[config.mk]
export PLATFORM = sky130hd
export DESIGN_NAME = clk_div_ctrl_flat
export DESIGN_NICKNAME = d
export VERILOG_FILES = /design/src/rtl/clk_div_ctrl_if.sv /design/src/rtl/clk_div_ctrl.sv /design/src/flat_wrapper.sv
export SDC_FILE = /design/constraint.sdc
export NUM_CORES = 1
export LEC_CHECK = 0
export ABC_AREA = 1
export BUFFER_PORTS_ARGS = -buffer_cell sky130_fd_sc_hd__buf_2
export CAP_MARGIN = 25
export CELL_PAD_IN_SITES_DETAIL_PLACEMENT = 0
export CELL_PAD_IN_SITES_GLOBAL_PLACEMENT = 1
export CORE_AREA = 2 2 118 120
export CTS_CLUSTER_SIZE = 20
export DETAILED_ROUTE_END_ITERATION = 8
export DIE_AREA = 0 0 120 122
export GPL_TIMING_DRIVEN = 0
export PLACE_DENSITY_LB_ADDON = 0.1
export RECOVER_POWER = 25
export SLEW_MARGIN = 20
export SYNTH_ARGS = -nofsm -noshare
export SYNTH_HDL_FRONTEND = slang
export SYNTH_SLANG_ARGS = --single-unit
[constraint.sdc]
create_clock -name clk -period 2.65 [get_ports clk]
set_input_delay 0.53 -clock clk [delete_from_list [all_inputs] [get_ports clk]]
set_output_delay 0.53 -clock clk [all_outputs]
set_load 0.02 [all_outputs]
[src/rtl/clk_div_ctrl_if.sv]
// Bundle of handshake, divider-control and status signals for clk_div_ctrl.
//   master : requester/divider side (drives requests and the divided clock)
//   slave  : the controller (drives ready pulses, COUNT_REG, DIV_RSTn, status)
interface clk_div_ctrl_if #(
    parameter int WIDTH = 32
);
    logic             req_a_valid;
    logic [WIDTH-1:0] req_a_div;
    logic             req_a_ready;
    logic             req_b_valid;
    logic [WIDTH-1:0] req_b_div;
    logic             req_b_ready;
    logic             div_clk;
    logic [WIDTH-1:0] count_reg;
    logic             div_rstn;
    logic             busy;
    logic             done;
    logic             err;

    modport master (
        output req_a_valid, req_a_div, req_b_valid, req_b_div, div_clk,
        input  req_a_ready, req_b_ready, count_reg, div_rstn, busy, done, err
    );

    modport slave (
        input  req_a_valid, req_a_div, req_b_valid, req_b_div, div_clk,
        output req_a_ready, req_b_ready, count_reg, div_rstn, busy, done, err
    );
endinterface

[src/rtl/clk_div_ctrl.sv]
// Pixel-clock divider configuration controller and two-way arbiter.
// Requester A (host) has fixed priority over requester B (loader). A granted
// terminal count is validated, then applied on a divider rising edge (or after
// a bounded wait) while the divider is held in reset for a settle window.
//
// Ports:
//   clk  : system clock, all logic on the rising edge
//   rst  : synchronous active-high reset
//   bus  : clk_div_ctrl_if.slave
//          req_a_* / req_b_*  valid/div in, one-cycle ready pulse out
//          div_clk            divided clock fed back (same clk domain)
//          count_reg          terminal count driven to the divider
//          div_rstn           divider reset, active-low
//          busy/done/err      status; done/err are one-cycle pulses
//
// state     | meaning
// ----------+-----------------------------------------------------------
// IDLE      | arbitrate A over B, validate and latch the granted value
// WAIT_EDGE | wait for a divider rising edge or the edge timeout
// HOLD      | divider held in reset, new count applied, settle window
// FINISH    | one cycle, divider released, DONE/ERR pulse
module clk_div_ctrl #(
    parameter int WIDTH        = 32,
    parameter int DEFAULT_DIV  = 3,
    parameter int MIN_DIV      = 1,
    parameter int SETTLE       = 4,
    parameter int EDGE_TIMEOUT = 1023
) (
    input logic           clk,
    input logic           rst,
    clk_div_ctrl_if.slave bus
);

    localparam int TMO_W = $clog2(EDGE_TIMEOUT + 1);
    localparam int SET_W = (SETTLE > 1) ? $clog2(SETTLE) : 1;

    localparam logic [WIDTH-1:0] DEF_V    = WIDTH'(DEFAULT_DIV);
    localparam logic [WIDTH-1:0] MIN_V    = WIDTH'(MIN_DIV);
    // Leaving on the cycle whose count would reach EDGE_TIMEOUT bounds the
    // wait to exactly EDGE_TIMEOUT cycles.
    localparam logic [TMO_W-1:0] TMO_LAST = TMO_W'(EDGE_TIMEOUT - 1);
    localparam logic [TMO_W-1:0] TMO_MAX  = TMO_W'(EDGE_TIMEOUT);
    localparam logic [SET_W-1:0] SET_LAST = SET_W'(SETTLE - 1);

    typedef enum logic [1:0] {
        S_IDLE,
        S_WAIT_EDGE,
        S_HOLD,
        S_FINISH
    } state_t;

    state_t           state, state_nxt;
    logic [WIDTH-1:0] pending, pending_nxt;
    logic [WIDTH-1:0] count_nxt;
    logic [WIDTH-1:0] req_sel;
    logic [TMO_W-1:0] tmo_cnt, tmo_nxt;
    logic [SET_W-1:0] set_cnt, set_nxt;
    logic             div_clk_q;
    logic             rise;
    logic             grant;
    logic             ready_a_nxt, ready_b_nxt, done_nxt, err_nxt;

    assign rise = bus.div_clk & ~div_clk_q;

    always_comb begin
        state_nxt   = state;
        pending_nxt = pending;
        count_nxt   = bus.count_reg;
        tmo_nxt     = tmo_cnt;
        set_nxt     = set_cnt;
        req_sel     = '0;
        grant       = 1'b0;
        ready_a_nxt = 1'b0;
        ready_b_nxt = 1'b0;
        done_nxt    = 1'b0;
        err_nxt     = 1'b0;

        case (state)
            S_IDLE: begin
                if (bus.req_a_valid) begin
                    grant       = 1'b1;
                    req_sel     = bus.req_a_div;
                    ready_a_nxt = 1'b1;
                end else if (bus.req_b_valid) begin
                    grant       = 1'b1;
                    req_sel     = bus.req_b_div;
                    ready_b_nxt = 1'b1;
                end
                if (grant) begin
                    pending_nxt = req_sel;
                    if (req_sel < MIN_V) begin
                        err_nxt   = 1'b1;
                        state_nxt = S_FINISH;
                    end else if (req_sel == bus.count_reg) begin
                        done_nxt  = 1'b1;
                        state_nxt = S_FINISH;
                    end else begin
                        tmo_nxt   = '0;
                        state_nxt = S_WAIT_EDGE;
                    end
                end
            end
            S_WAIT_EDGE: begin
                if (rise || (tmo_cnt == TMO_LAST)) begin
                    count_nxt = pending;
                    set_nxt   = '0;
                    state_nxt = S_HOLD;
                end else if (tmo_cnt != TMO_MAX) begin
                    tmo_nxt = tmo_cnt + TMO_W'(1);
                end
            end
            S_HOLD: begin
                if (set_cnt == SET_LAST) begin
                    done_nxt  = 1'b1;
                    state_nxt = S_FINISH;
                end else begin
                    set_nxt = set_cnt + SET_W'(1);
                end
            end
            S_FINISH: begin
                state_nxt = S_IDLE;
            end
            default: begin
                state_nxt = S_IDLE;
            end
        endcase
    end

    // Outputs are registered from the next-state view so that DIV_RSTn falls
    // and COUNT_REG changes in the same cycle HOLD is entered.
    always_ff @(posedge clk) begin
        if (rst) begin
            state           <= S_IDLE;
            pending         <= '0;
            tmo_cnt         <= '0;
            set_cnt         <= '0;
            div_clk_q       <= 1'b1;
            bus.count_reg   <= DEF_V;
            bus.div_rstn    <= 1'b0;
            bus.req_a_ready <= 1'b0;
            bus.req_b_ready <= 1'b0;
            bus.busy        <= 1'b0;
            bus.done        <= 1'b0;
            bus.err         <= 1'b0;
        end else begin
            state           <= state_nxt;
            pending         <= pending_nxt;
            tmo_cnt         <= tmo_nxt;
            set_cnt         <= set_nxt;
            div_clk_q       <= bus.div_clk;
            bus.count_reg   <= count_nxt;
            bus.div_rstn    <= (state_nxt != S_HOLD);
            bus.req_a_ready <= ready_a_nxt;
            bus.req_b_ready <= ready_b_nxt;
            bus.busy        <= (state_nxt != S_IDLE);
            bus.done        <= done_nxt;
            bus.err         <= err_nxt;
        end
    end

endmodule
[src/flat_wrapper.sv]
// flat-port wrapper written by rule: the top's interface ports become plain ports
module clk_div_ctrl_flat 
#(
    parameter int WIDTH        = 32,
    parameter int DEFAULT_DIV  = 3,
    parameter int MIN_DIV      = 1,
    parameter int SETTLE       = 4,
    parameter int EDGE_TIMEOUT = 1023
)
  (clk, rst, bus_req_a_valid, bus_req_a_div, bus_req_b_valid, bus_req_b_div, bus_div_clk, bus_req_a_ready, bus_req_b_ready, bus_count_reg, bus_div_rstn, bus_busy, bus_done, bus_err);
  clk_div_ctrl_if #(.WIDTH(WIDTH)) bus_i ();
  input logic clk;
  input logic rst;
  input wire logic [$bits(bus_i.req_a_valid)-1:0] bus_req_a_valid;
  input wire logic [$bits(bus_i.req_a_div)-1:0] bus_req_a_div;
  input wire logic [$bits(bus_i.req_b_valid)-1:0] bus_req_b_valid;
  input wire logic [$bits(bus_i.req_b_div)-1:0] bus_req_b_div;
  input wire logic [$bits(bus_i.div_clk)-1:0] bus_div_clk;
  output wire logic [$bits(bus_i.req_a_ready)-1:0] bus_req_a_ready;
  output wire logic [$bits(bus_i.req_b_ready)-1:0] bus_req_b_ready;
  output wire logic [$bits(bus_i.count_reg)-1:0] bus_count_reg;
  output wire logic [$bits(bus_i.div_rstn)-1:0] bus_div_rstn;
  output wire logic [$bits(bus_i.busy)-1:0] bus_busy;
  output wire logic [$bits(bus_i.done)-1:0] bus_done;
  output wire logic [$bits(bus_i.err)-1:0] bus_err;
  assign bus_i.req_a_valid = bus_req_a_valid;
  assign bus_i.req_a_div = bus_req_a_div;
  assign bus_i.req_b_valid = bus_req_b_valid;
  assign bus_i.req_b_div = bus_req_b_div;
  assign bus_i.div_clk = bus_div_clk;
  assign bus_req_a_ready = bus_i.req_a_ready;
  assign bus_req_b_ready = bus_i.req_b_ready;
  assign bus_count_reg = bus_i.count_reg;
  assign bus_div_rstn = bus_i.div_rstn;
  assign bus_busy = bus_i.busy;
  assign bus_done = bus_i.done;
  assign bus_err = bus_i.err;
  clk_div_ctrl #(.WIDTH(WIDTH), .DEFAULT_DIV(DEFAULT_DIV), .MIN_DIV(MIN_DIV), .SETTLE(SETTLE), .EDGE_TIMEOUT(EDGE_TIMEOUT)) u_core (.clk(clk), .rst(rst), .bus(bus_i));
endmodule
==> impl_results.md <==
- Outcome: finished, final reports clean
- PD cells: 602.2 nW/um^2
- Core area: 13500 sq um
- Post-synth EDFFs: 0
- CP delay by family, top: buffers and inverters
- Post-synthesis xor/xnor area fraction: 0.01148
- Post-layout nets: 873
- Mux contribution to synthesized area: 0
- Final Critical Period: 2.322 ns
- Vias after detailed routing: 4919
- Crit path depth: 11
- Clock Tree Root: clkbuf_16
- Synth Cell Area: 4579 sq um
- CTS tree: built
- CTS clk-pin slew, worst paths: 0.07 ns
- Post-Place Cell Area: 5325 sq um
- Clock sinks: 85
- Adder-Cell Fraction of Synth Area: 0.01639
- FP Rows: 43
- Synth Register Bits: 85
- Initial Utilization: 0.3391
- R2R depth: 11
- First-pass GRT wire length: 24720 microns
- Slew headroom: 0.5278
- Crit path launch: u_core.tmo_cnt[0]$_SDFFE_PP0P_
- Slew Viols, Final: 0
- Final Hold Viols: 0
- Ys flop type: dfxtp_1
- N_diodes: 0
- Later-pin clock latency in the skew report: 0.35 ns
- # fillers: 1507
- Crit Reg-Reg Startpoint: u_core.tmo_cnt[0]$_SDFFE_PP0P_
- Drt pass-1 iters: 4
- Main area contributors after synthesis: dfxtp_1 37%, nand2_1 16%, o21ai_0 7.2%, nor2_1 5.1%, nand3_1 4.9%
- Worst path required time: 2.94 ns
- Area Overhead vs Synth: 22.90%
- DRC Markers: 0
- Most frequent cell after synthesis: nand2_1
- Setup TNS: 0 ns
- Max-cap violations: 0
- Asr flop ratio synth: 0
- Global-route usage over all layers: 0.2219
- Slowest library cell on the worst path: clkbuf_1
- Main combinational cell family by area after synthesis: simple AND/OR/NAND/NOR gates
- Largest net degree at the start of global routing: 15
- Number of vias per cell: 5.004
- Vias in the first global route: 4662
- IO Pins: 107
- FF-to-FF End: u_core.bus.count_reg[8]$_SDFFE_PP0P_
- Top cell type's share of synthesized area: 0.3716
- Design Area, Final: 5628 sq um
- CP endpoint kind: flip-flop
- Post-CTS setup buffers: 0
- Post-Synthesis Cells: 683
- Final setup vio count: 0
- Data arrival time of the critical path: 2.61 ns
- Max Root-Sink Buffers: 2
- DRT Wirelength: 15860 microns
- Reg2reg setup slack: 0.33 ns
- CP Launch Type: flip-flop
- Hold crit path type: input pin to flip-flop
- Compound-Gate Fraction of Synth Area: 0.1596
- Die Span X: 120 microns
- CP Cell Sequence: inv_1, ha_1, inv_1, nor2_1, nand3_1, o21ai_0, nand2_1, clkbuf_1, clkbuf_1, o21ai_0, nor2_1
- H-tree depth: 3
- Placed cells: 967
- Initial antenna violation count: 0
- Port-buffer cells: 104
- Dpl hpwl: 11800 microns
- Crit Path Max Fanout: 10
- Share of layout cells above drive strength 1: 0.1681
- 1st-iter DRT viols: 349
- Cell taking the most area after synthesis: dfxtp_1
- Num CTS Buffers: 9
- CP Class: flip-flop to flip-flop
- RSZ-0062 raised after global routing: no
- Syn_area_per_cell: 6.705 sq um
- Worst slew pin tran: 0.7057 ns
- Die extent in y: 122 microns
- Clock Skews: 0.005109 ns
- Unique masters post-synth: 34
- Hold WS: 0.3774 ns
- Grt ovf: 0
- Max stage delay on crit path: 0.44 ns
- Routability-driven placement congestion ratio: 0.8940
- Post-synthesis sequential area ratio: 0.3716
- Die ar.: 14640 sq um
- Mapped Nets: 758
- ANT nets after route: 0
- Final Cycle Share: 0.8764
- Critical Path End: u_core.bus.count_reg[8]$_SDFFE_PP0P_
- Crit path buffers/inverters: 4
- Number of standard cells in the layout, taps in and fillers out: 983
- Synth warn: 0
- Max rail drop VDD: 0.0002483 V
- Synth cell count leaders: 201 x nand2_1, 85 x dfxtp_1, 66 x o21ai_0
- Leak pwr: 2.506 nW
- Routed WL per cell: 16.14 microns
- Post-synthesis simple-gate area fraction: 0.3546
- Max frequency: 430.6 MHz
tightest hold or removal path, cell delays in order:
cell	delay [ns]
buf_2	0.07
inv_1	0.04
nand2_1	0.05
what timing repair did:
| item | CTS | global route |
|---|---|---|
| hold buffers | 0 | 0 |
| resized for setup | 0 | 4 |
| setup endpoints to repair | 0 | 4 |
layer usage:
layer  track usage  vias up  wire length, microns  part of all wire
met5             0        -                     0                 0
met2        0.3491      140                  7013              0.44
met1        0.3012     2257                  7737              0.49
met3       0.04120       32                   669             0.042
met4       0.08676        0                   441             0.028
li1              -     2490                     -                 -
placed cells by master (no fill, tap or decap), drive strengths merged:
master | Yosys | final
nand2 | 203 | 203
buf | 13 | 89
dfxtp | 85 | 85
o21ai | 67 | 67
nor2 | 66 | 66
nand3 | 63 | 63
clkbuf | 21 | 60
inv | 53 | 53
a21oi | 43 | 43
a31oi | 22 | 22
nand3b | 13 | 13
ha | 6 | 6
nand4 | 5 | 5
nor3 | 4 | 4
clkinv | 1 | 4
o211ai | 3 | 3
xnor2 | 3 | 3
nor4 | 3 | 3
xor2 | 3 | 3
or2 | 2 | 2
bufinv | 0 | 2
and2 | 1 | 1
o22ai | 1 | 1
nor3b | 1 | 1
o211a | 1 | 1
where the power goes:
part           switching, W  internal, W  leakage [nW]  total, W
registers         0.0000415      0.00136         0.696   0.00140
logic              0.000376     0.000189          1.64  0.000566
clock network      0.000548     0.000879         0.166   0.00143
total              0.000965      0.00242          2.51   0.00339
worst min path at each step:
| stage | endpoint | cells past startpoint | from |
|---|---|---|---|
| global route | u_core.div_clk_q$_SDFF_PP1_ | 3 | bus_div_clk |
| finish | u_core.div_clk_q$_SDFF_PP1_ | 3 | bus_div_clk |
| CTS | u_core.div_clk_q$_SDFF_PP1_ | 3 | bus_div_clk |
| global placement | u_core.bus.count_reg[0]$_SDFFE_PP1P_ | 2 | u_core.pending[0]$_SDFFE_PP0P_ |
| floorplan | u_core.bus.count_reg[0]$_SDFFE_PP1P_ | 2 | u_core.pending[0]$_SDFFE_PP0P_ |
| detailed placement | u_core.bus.count_reg[0]$_SDFFE_PP1P_ | 2 | u_core.pending[0]$_SDFFE_PP0P_ |
area by class of cell:
type	count	area [sq um]	area share
Buffer	34	190.2	0.03379
Clock buffer	11	252.7	0.04491
Clock inverter	5	82.58	0.01467
Inverter	54	207.7	0.03691
Multi-Input combinational cell	510	2482	0.4411
Sequential cell	85	1702	0.3024
Tap cell	180	225.2	0.04002
Timing Repair Buffer	104	485.5	0.08626
per-stage QoR:
| step | utilization | power [W] | setup slack, ns |
|---|---|---|---|
| final | 0.4168 | 0.003389 | 0.3275 |
| after global routing | 0.4168 | 0.003539 | 0.05441 |
| after CTS | 0.4192 | 0.003411 | 0.1683 |
| after detailed placement | 0.3943 | 0.001991 | 0.09574 |
| after global placement | 0.3943 | 0.001985 | 0.09411 |
| after floorplan | - | 0.001777 | 0.6896 |
cells by family after synthesis:
group / Yosys count
AOI/OAI and AO/OA: 137
xor gates and xnor gates: 6
adders and majority gates: 6
buffers and inverters: 88
DFF: 85
and+or+nand+nor: 361
Note: power is estimated with default switching activity, not from simulation.
